### src/rtl/irq_encoder_32_pkg.sv
// irq_encoder_32_pkg: shared sizes and handshake state encodings for the interrupt encoder
package irq_encoder_32_pkg;
  localparam int NUM_SRC = 32;
  localparam int ID_W = 5;
  typedef enum logic [1:0] {
    IDLE    = 2'd0,
    REQ     = 2'd1,
    SERVICE = 2'd2
  } state_t;
endpackage

### src/rtl/irq_encoder_32_prio_enc.sv
// prio_enc_32: combinational 32-to-5 lowest-index priority encoder with any-valid flag
module prio_enc_32
  import irq_encoder_32_pkg::*;
(
  input  logic [NUM_SRC-1:0] req,
  output logic [ID_W-1:0]    id,
  output logic               valid
);
  always_comb begin
    id = '0;
    for (int i = NUM_SRC - 1; i >= 0; i--) id = req[i] ? ID_W'(i) : id;
  end
  assign valid = |req;
endmodule

### src/rtl/irq_encoder_32.sv
// irq_encoder_32: pending/mask storage and request/ack/eret handshake around a priority encoder
module irq_encoder_32
  import irq_encoder_32_pkg::*;
#(
  parameter bit EDGE_MODE = 1'b1
) (
  input  logic               clk,
  input  logic               rst_n,
  input  logic [NUM_SRC-1:0] IrqIn,
  input  logic               MaskWe,
  input  logic [NUM_SRC-1:0] MaskIn,
  output logic [NUM_SRC-1:0] MaskOut,
  output logic [NUM_SRC-1:0] PendOut,
  output logic               IrqValid,
  output logic [ID_W-1:0]    IrqId,
  input  logic               IrqAck,
  output logic               InService,
  input  logic               Eret
);
  logic [NUM_SRC-1:0] mask, pending, irqPrev, ackClr, active;
  logic [ID_W-1:0] encId, idReg;
  logic encValid;
  state_t state, nextState;
  assign active = pending & mask;
  prio_enc_32 uEnc (.req(active), .id(encId), .valid(encValid));
  assign ackClr = (state == REQ && IrqAck) ? ({{(NUM_SRC-1){1'b0}}, 1'b1} << idReg) : '0;
  // a fresh rising edge on the acked bit is OR'd in after the clear, so set wins
  always_ff @(posedge clk or negedge rst_n) begin
    if (!rst_n) begin
      mask    <= '0;
      pending <= '0;
      irqPrev <= '0;
      state   <= IDLE;
      idReg   <= '0;
    end else begin
      mask    <= MaskWe ? MaskIn : mask;
      irqPrev <= IrqIn;
      pending <= EDGE_MODE ? ((pending & ~ackClr) | (IrqIn & ~irqPrev)) : IrqIn;
      state   <= nextState;
      idReg   <= (state == IDLE && encValid) ? encId : idReg;
    end
  end
  always_comb begin
    nextState = state == IDLE    ? (encValid ? REQ : IDLE) :
                state == REQ     ? (IrqAck ? SERVICE : REQ) :
                state == SERVICE ? (Eret ? IDLE : SERVICE) : IDLE;
  end
  always_comb begin
    IrqValid  = state == REQ;
    InService = state == SERVICE;
    IrqId     = idReg;
    MaskOut   = mask;
    PendOut   = pending;
  end
endmodule

### config.mk
export PLATFORM = sky130hd
export DESIGN_NAME = irq_encoder_32
export DESIGN_NICKNAME = d
export VERILOG_FILES = /design/src/rtl/irq_encoder_32_pkg.sv /design/src/rtl/irq_encoder_32_prio_enc.sv /design/src/rtl/irq_encoder_32.sv
export SDC_FILE = /design/constraint.sdc
export NUM_CORES = 1
export LEC_CHECK = 0
export ABC_AREA = 1
export CAP_MARGIN = 20
export CORE_MARGIN = 2
export CORE_UTILIZATION = 40
export DETAILED_ROUTE_END_ITERATION = 6
export PLACE_DENSITY = 0.72
export SLEW_MARGIN = 20
export SYNTH_ARGS = -nofsm -noshare
export SYNTH_HDL_FRONTEND = slang
export SYNTH_SLANG_ARGS = --single-unit
### constraint.sdc
create_clock -name clk -period 2.34 [get_ports clk]
set_input_delay 0.468 -clock clk [delete_from_list [all_inputs] [get_ports clk]]
set_output_delay 0.468 -clock clk [all_outputs]
set_load 0.01 [all_outputs]
==> results of run 1 <==
[kinds of logic after synthesis]
logic type	synth area share, %
flip-flops	62.7
buffers and inverters	4.84
AO/OA/AOI/OAI	9.47
AND/OR/NAND/NOR	14.2
multiplexers	8.77
[final cells by class]
class                           count  area [sq um]  area share (%)
Sequential cell                   103          2580            43.2
Timing Repair Buffer              144          1470            24.7
Multi-Input combinational cell    241          1340            22.4
Tap cell                          136           170            2.86
Inverter                           43           161            2.71
Clock buffer                       10           128            2.14
Clock inverter                      6           115            1.93
[worst paths after layout]
| check | end | from | cells after the start | slack [ns] |
|---|---|---|---|---|
| min in group clk | PendOut[4] | irqPrev[4] | 1 | 0.41 |
| hold reg to reg | PendOut[4] | irqPrev[4] | 1 | 0.41 |
| setup reg to reg | IrqId[0] | MaskOut[31] | 34 | 0.14 |
| max in group asynchronous | MaskOut[0] | rst_n | 2 | 1.76 |
| hold / removal | irqPrev[18] | rst_n | 2 | 0.13 |
| setup / recovery | IrqId[0] | MaskOut[31] | 34 | 0.14 |
[cell usage in the layout, fill, tap and decap left out, drive strengths merged]
cell and n:
buf 7, a31oi 2, bufinv 3, nor3 1
nand2 92, nand4 17, clkbuf 10, o22ai 1
o31ai 4, nor2 22, clkdlybuf4s50 137, dfrtp 103
clkinvlp 1, nand3 2, o21ai 66, mux2 32
inv 45, a21oi 2
[power groups by stage]
| stage | Clock [mW] | Combinational, mW | Sequential [mW] |
|---|---|---|---|
| after floorplan | 0 | 0.494 | 2.15 |
| after global placement | 0 | 1.14 | 2.15 |
| after detailed placement | 0 | 1.16 | 2.16 |
| after CTS | 1.36 | 1.16 | 2.12 |
| after global routing | 1.46 | 1.27 | 2.15 |
| final | 1.34 | 1.16 | 2.13 |
[flip-flops by register name, summed over array words and instances (netlist names)]
name     flops
state        2
PendOut     32
IrqId        5
MaskOut     32
irqPrev     32
[layer usage]
layer  part of all wire (%)  global-route usage [%]  vias to the layer above
met4                   0.84                    4.19                        0
met5                      0                       0                        -
met1                     43                    26.3                     1616
li1                       -                       -                     1596
met3                    6.7                    6.00                       10
met2                     49                    33.8                      105
[per-stage QoR]
stage	power, mW	area [sq um]
after floorplan	2.64	4110
after global placement	3.28	5710
after detailed placement	3.32	5710
after CTS	4.65	5950
after global routing	4.88	5960
final	4.62	5960
[timing repair]
action / 4_1_cts / 5_1_grt
endpoints found under the setup margin: 0 / 1
resized for setup: 0 / 2
hold buffers: 0 / 0
setup buffers: 0 / 1
==> impl_results.md, run 1 <==
* Status: completed
* Final TNS setup at 0 ns
* Worst setup slack after layout at 0.143 ns
* Clk slew on worst S/H paths at 0.10 ns
* Slew Limit Fails at 0
* Rows at 37
* Buf/Inv on CP at 1
* Slew @ Worst Pin at roughly 0.56 ns
* Post-synth top flop: dfrtp_1
* Post-synth top area share at 62.7%
* Total number of vias at approximately 3300
* Switching part of the total at 30.2%
* Worst vdd ir at 0.379 mV
* CP max FO at 3
* Max Clock Skew at ~0.018 ns
* Place WS at 0.145 ns
* Delay of the slowest cell on the worst path at 0.41 ns
* Syn Nets at 466
* Top delay family on crit path: simple AND/OR/NAND/NOR gates
* Max-cap viol count at 0
* Hold WS at between 0.1 and 0.15 ns
* Layout area overhead at 45.0%
* WP data required at approximately 2.6 ns
* Root Buffer: clkbuf_8
* H-tree depth at 3
* Initial core utilization at 40.5%
* Slowest-stage cell, CP: dfrtp_1
* Yosys warns at 0
* Top-count cell post-synth: dfrtp_1
* Initial detailed-routing violation count at 124
* CTS Buf Count at 9
* Cells after Synth at 397
* Grt ovf at 0
* Critical path class: flip-flop to flip-flop
* Commonest cells post-synth: dfrtp_1, nand2_1, inv_1
* Worst-case clock buffer depth at 2
* Pwr per Cell Area at 776 nW/um^2
* Layout cells sized above 1 at 7.50%
* FILL cells at about 900
* Initial DRT Pass Iterations at 4
* Final worst-path cycle share at between 90 and 100%
* Die width at 105 um
* CTS tree: built
* Initial antenna violation count at 0
* Routed Wire Length at roughly 11000 um
* Overall Global Routing Usage at roughly a fifth
* Clock power share at 28.9%
* Final setup viols at 0
* Avg Inst Size Synth at 10.4 sq um
* Count of cell types in the netlist at 21
* HPWL Detailed at ~8400 um
* Core area at 10100 sq um
* WP data arrival at 2.46 ns
* Fmax at 455 MHz
* Port-buffer cells at 139
* Crit path capture type: flip-flop
* Post-synth top area cell: dfrtp_1
* DRC Markers at 0
* Placed Instances at 666
* Hold WC Path Type: input pin to async pin
* Startpoint Class: flip-flop
* Slew HR at 62.8%
* Cell mode on critical path: nand2_1
* Die area at ~11000 sq um
* Worst skew pair latency at 0.37 ns
* Post-Syn Area at 4110 sq um
* Antenna cell count at 0
* Crit path time final at 2.20 ns
* Final net count at 611
* Final hold violation count at 0
* EDFF count, synth at 0
* Number of I/O pins at 140
* Synth async-reset ratio at 100%
* Register bit count reported by yosys at between 100 and 150
* Switch Pwr at between 1 and 1.5 mW
* Largest net degree at the start of global routing at about 100
* Logic pwr share at 25.1%
* Part of the Yosys area used for sequential elements at 62.7%
* DR vias/cell at slightly below 5
* Final core occ at 58.8%
* Area contributors post-synth: dfrtp_1, mux2_1, nand2_1
* Avg WL per Cell at 15.9 um
* Global-route wire length before repair at approximately 17000 um
* Sequential share of power at a little under half
* Die height at about 110 um
* Pint at 3.23 mW
* Number of standard cells in the final layout excluding fillers at 683
* Unrepaired setup endpoints after global routing: true
* ANT nets after route at 0
* Leakage power at 2.59 nW
* Num Clock Sinks at 103
* Vias in the first global route at 3356
* Placer congestion estimate at approximately 0.83
Note: power is estimated with default switching activity, not from simulation.
==> run 2, diff against run 1 <==
ABC_CLOCK_PERIOD_IN_PS = 2340   (was unset)
SKIP_LAST_GASP = 1   (was unset)
==> run 2 against run 1 <==
Net effect: global-route usage stayed put; highest routed layer unchanged; clock skew stayed put; cell area stayed put; combinational power hardly changed; clock power hardly changed; die area stayed put; critical path type unchanged; utilization stayed put.
==> impl_results.md, run 2 (synthesis gave the netlist of run 1 again) <==
* Final core occ at between 50% and 60%
* Slew @ Worst Pin at 0.558 ns
* Max-cap viol count at 0
* Antenna cell count at 0
* Leakage power at 2.59 nW
* Cell mode on critical path: nand2_1
* Reg2reg end: IrqId[0]
* Delay of the slowest cell on the worst path at roughly 0.4 ns
* Layout cells sized above 1 at 7.31%
* Crit path time final at 2.20 ns
* Post-placement cell area at 5710 sq um
* Number of standard cells in the final layout excluding fillers at slightly below 700
* Clk slew on worst S/H paths at 0.10 ns
* Buf/Inv on CP at 1
* Die height at 105 um
* Sequential share of power at 46.0%
* WP data required at 2.60 ns
* Worst skew pair latency at 0.37 ns
* FILL cells at 881
* Die area at 11100 sq um
* Reg-to-Reg Start: MaskOut[31]
* Max Clock Skew at 0.0179 ns
* Final net count at 611
* CP max FO at 3
* Stages on worst setup path at 34
* Critical path class: flip-flop to flip-flop
* WP data arrival at 2.46 ns
* Largest net degree at the start of global routing at 104
* Initial detailed-routing violation count at 124
* Global-route wire length before repair at 17500 um
* Worst Setup EP: IrqId[0]
* Pint at 3.23 mW
* Die width at 105 um
* Initial antenna violation count at 0
* Finished Cell Area at just under 6000 sq um
* HPWL Detailed at 8380 um
* Fmax at 455 MHz
* Startpoint Class: flip-flop
* Initial DRT Pass Iterations at 4
* Vias in the first global route at 3356
* Grt ovf at 0
* Number of I/O pins at 140
* R2R Setup Slk at around 0.14 ns
* R2R depth at 34
* Top delay family on crit path: simple AND/OR/NAND/NOR gates
* Rows at 37
* Most frequent cells in the layout: clkdlybuf4s50_1, dfrtp_1, nand2_1
* Clock power share at 28.9%
* Status: completed
* Unrepaired setup endpoints after global routing: true
* Hold WS at 0.133 ns
* CTS Buf Count at 9
* Avg WL per Cell at 15.9 um
* Port-buffer cells at 139
* Final worst-path cycle share at 94.0%
* Placed Instances at approximately 670
* Switch Pwr at 1.40 mW
* Core area at 10100 sq um
* DRC Markers at 0
* Final setup viols at 0
* Num Clock Sinks at 103
* Hold WC Path Type: input pin to async pin
* Layout area overhead at 45.0%
* Routed Wire Length at 10900 um
* Overall Global Routing Usage at 20.3%
* Setup crit start: MaskOut[31]
* Slowest-stage cell, CP: dfrtp_1
* Crit path capture type: flip-flop
* Initial core utilization at 40.5%
* Logic pwr share at 25.1%
* Root Buffer: clkbuf_8
* Pwr per Cell Area at 776 nW/um^2
* Final hold violation count at 0
* CTS tree: built
* Post-cts hold buffer count at 0
* ANT nets after route at 0
* Slew HR at a little over three fifths
* Slew Limit Fails at 0
* Worst-case clock buffer depth at 2
* Total number of vias at 3327
* H-tree depth at 3
* DR vias/cell at just under 5
* Commonest non-fill, non-tap cell in the layout: clkdlybuf4s50_1
* Worst vdd ir at between 0.3 and 0.4 mV
* Placer congestion estimate at 0.828
* Switching part of the total at a little under a third
-- run 2: cell counts in the layout (fill, tap and decap cells not counted) --
No cell type changed its count.
-- run 2: what timing repair did --
action | in CTS | in global routing
setup endpoints to repair | 0 | 1
resized for setup | 0 | 1
buffers inserted | 0 | 1
-- run 2: how the worst min path moves through the flow --
stage	startpoint	end	cells after the start
floorplan	rst_n	IrqId[0]	0
global placement	irqPrev[3]	PendOut[3]	1
detailed placement	irqPrev[16]	PendOut[16]	1
CTS	rst_n	MaskOut[25]	2
global route	rst_n	MaskOut[11]	2
finish	rst_n	irqPrev[18]	2
-- run 2: layer usage --
metal | global-route usage [%] | wire, um
met1 | 26.3 | 4670
met2 | 33.8 | 5380
met3 | 6.00 | 727
met4 | 4.19 | 91
met5 | 0 | 0
-- run 2: layout make-up --
type / count / area [sq um] / area share, %
Clock inverter: 6 / 115 / 1.93
Clock buffer: 10 / 128 / 2.14
Inverter: 43 / 161 / 2.71
Sequential cell: 103 / 2580 / 43.2
Tap cell: 136 / 170 / 2.86
Timing Repair Buffer: 144 / 1470 / 24.7
Multi-Input combinational cell: 241 / 1340 / 22.4
-- run 2: through the flow --
step | total power, mW | TNS (ns) | setup slack [ns]
2_1_floorplan | 2.64 | 0 | 0.361
3_3_place_gp | 3.28 | 0 | 0.213
3_5_place_dp | 3.32 | 0 | 0.145
4_1_cts | 4.65 | 0 | 0.114
5_1_grt | 4.88 | -0.170 | -0.170
6_report | 4.62 | 0 | 0.141
-- run 2: power by group through the flow --
stage	sequential, mW	combinational (mW)	clock, mW
5_1_grt	2.15	1.27	1.46
3_5_place_dp	2.16	1.16	0
3_3_place_gp	2.15	1.14	0
2_1_floorplan	2.15	0.494	0
4_1_cts	2.12	1.16	1.36
6_report	2.13	1.16	1.34
==> run 3, diff against run 2 <==
CAP_MARGIN = unset   (was 20)
==> results of run 3 <==
Same layout as run 2: the final DEF is identical, and so are final timing and power.
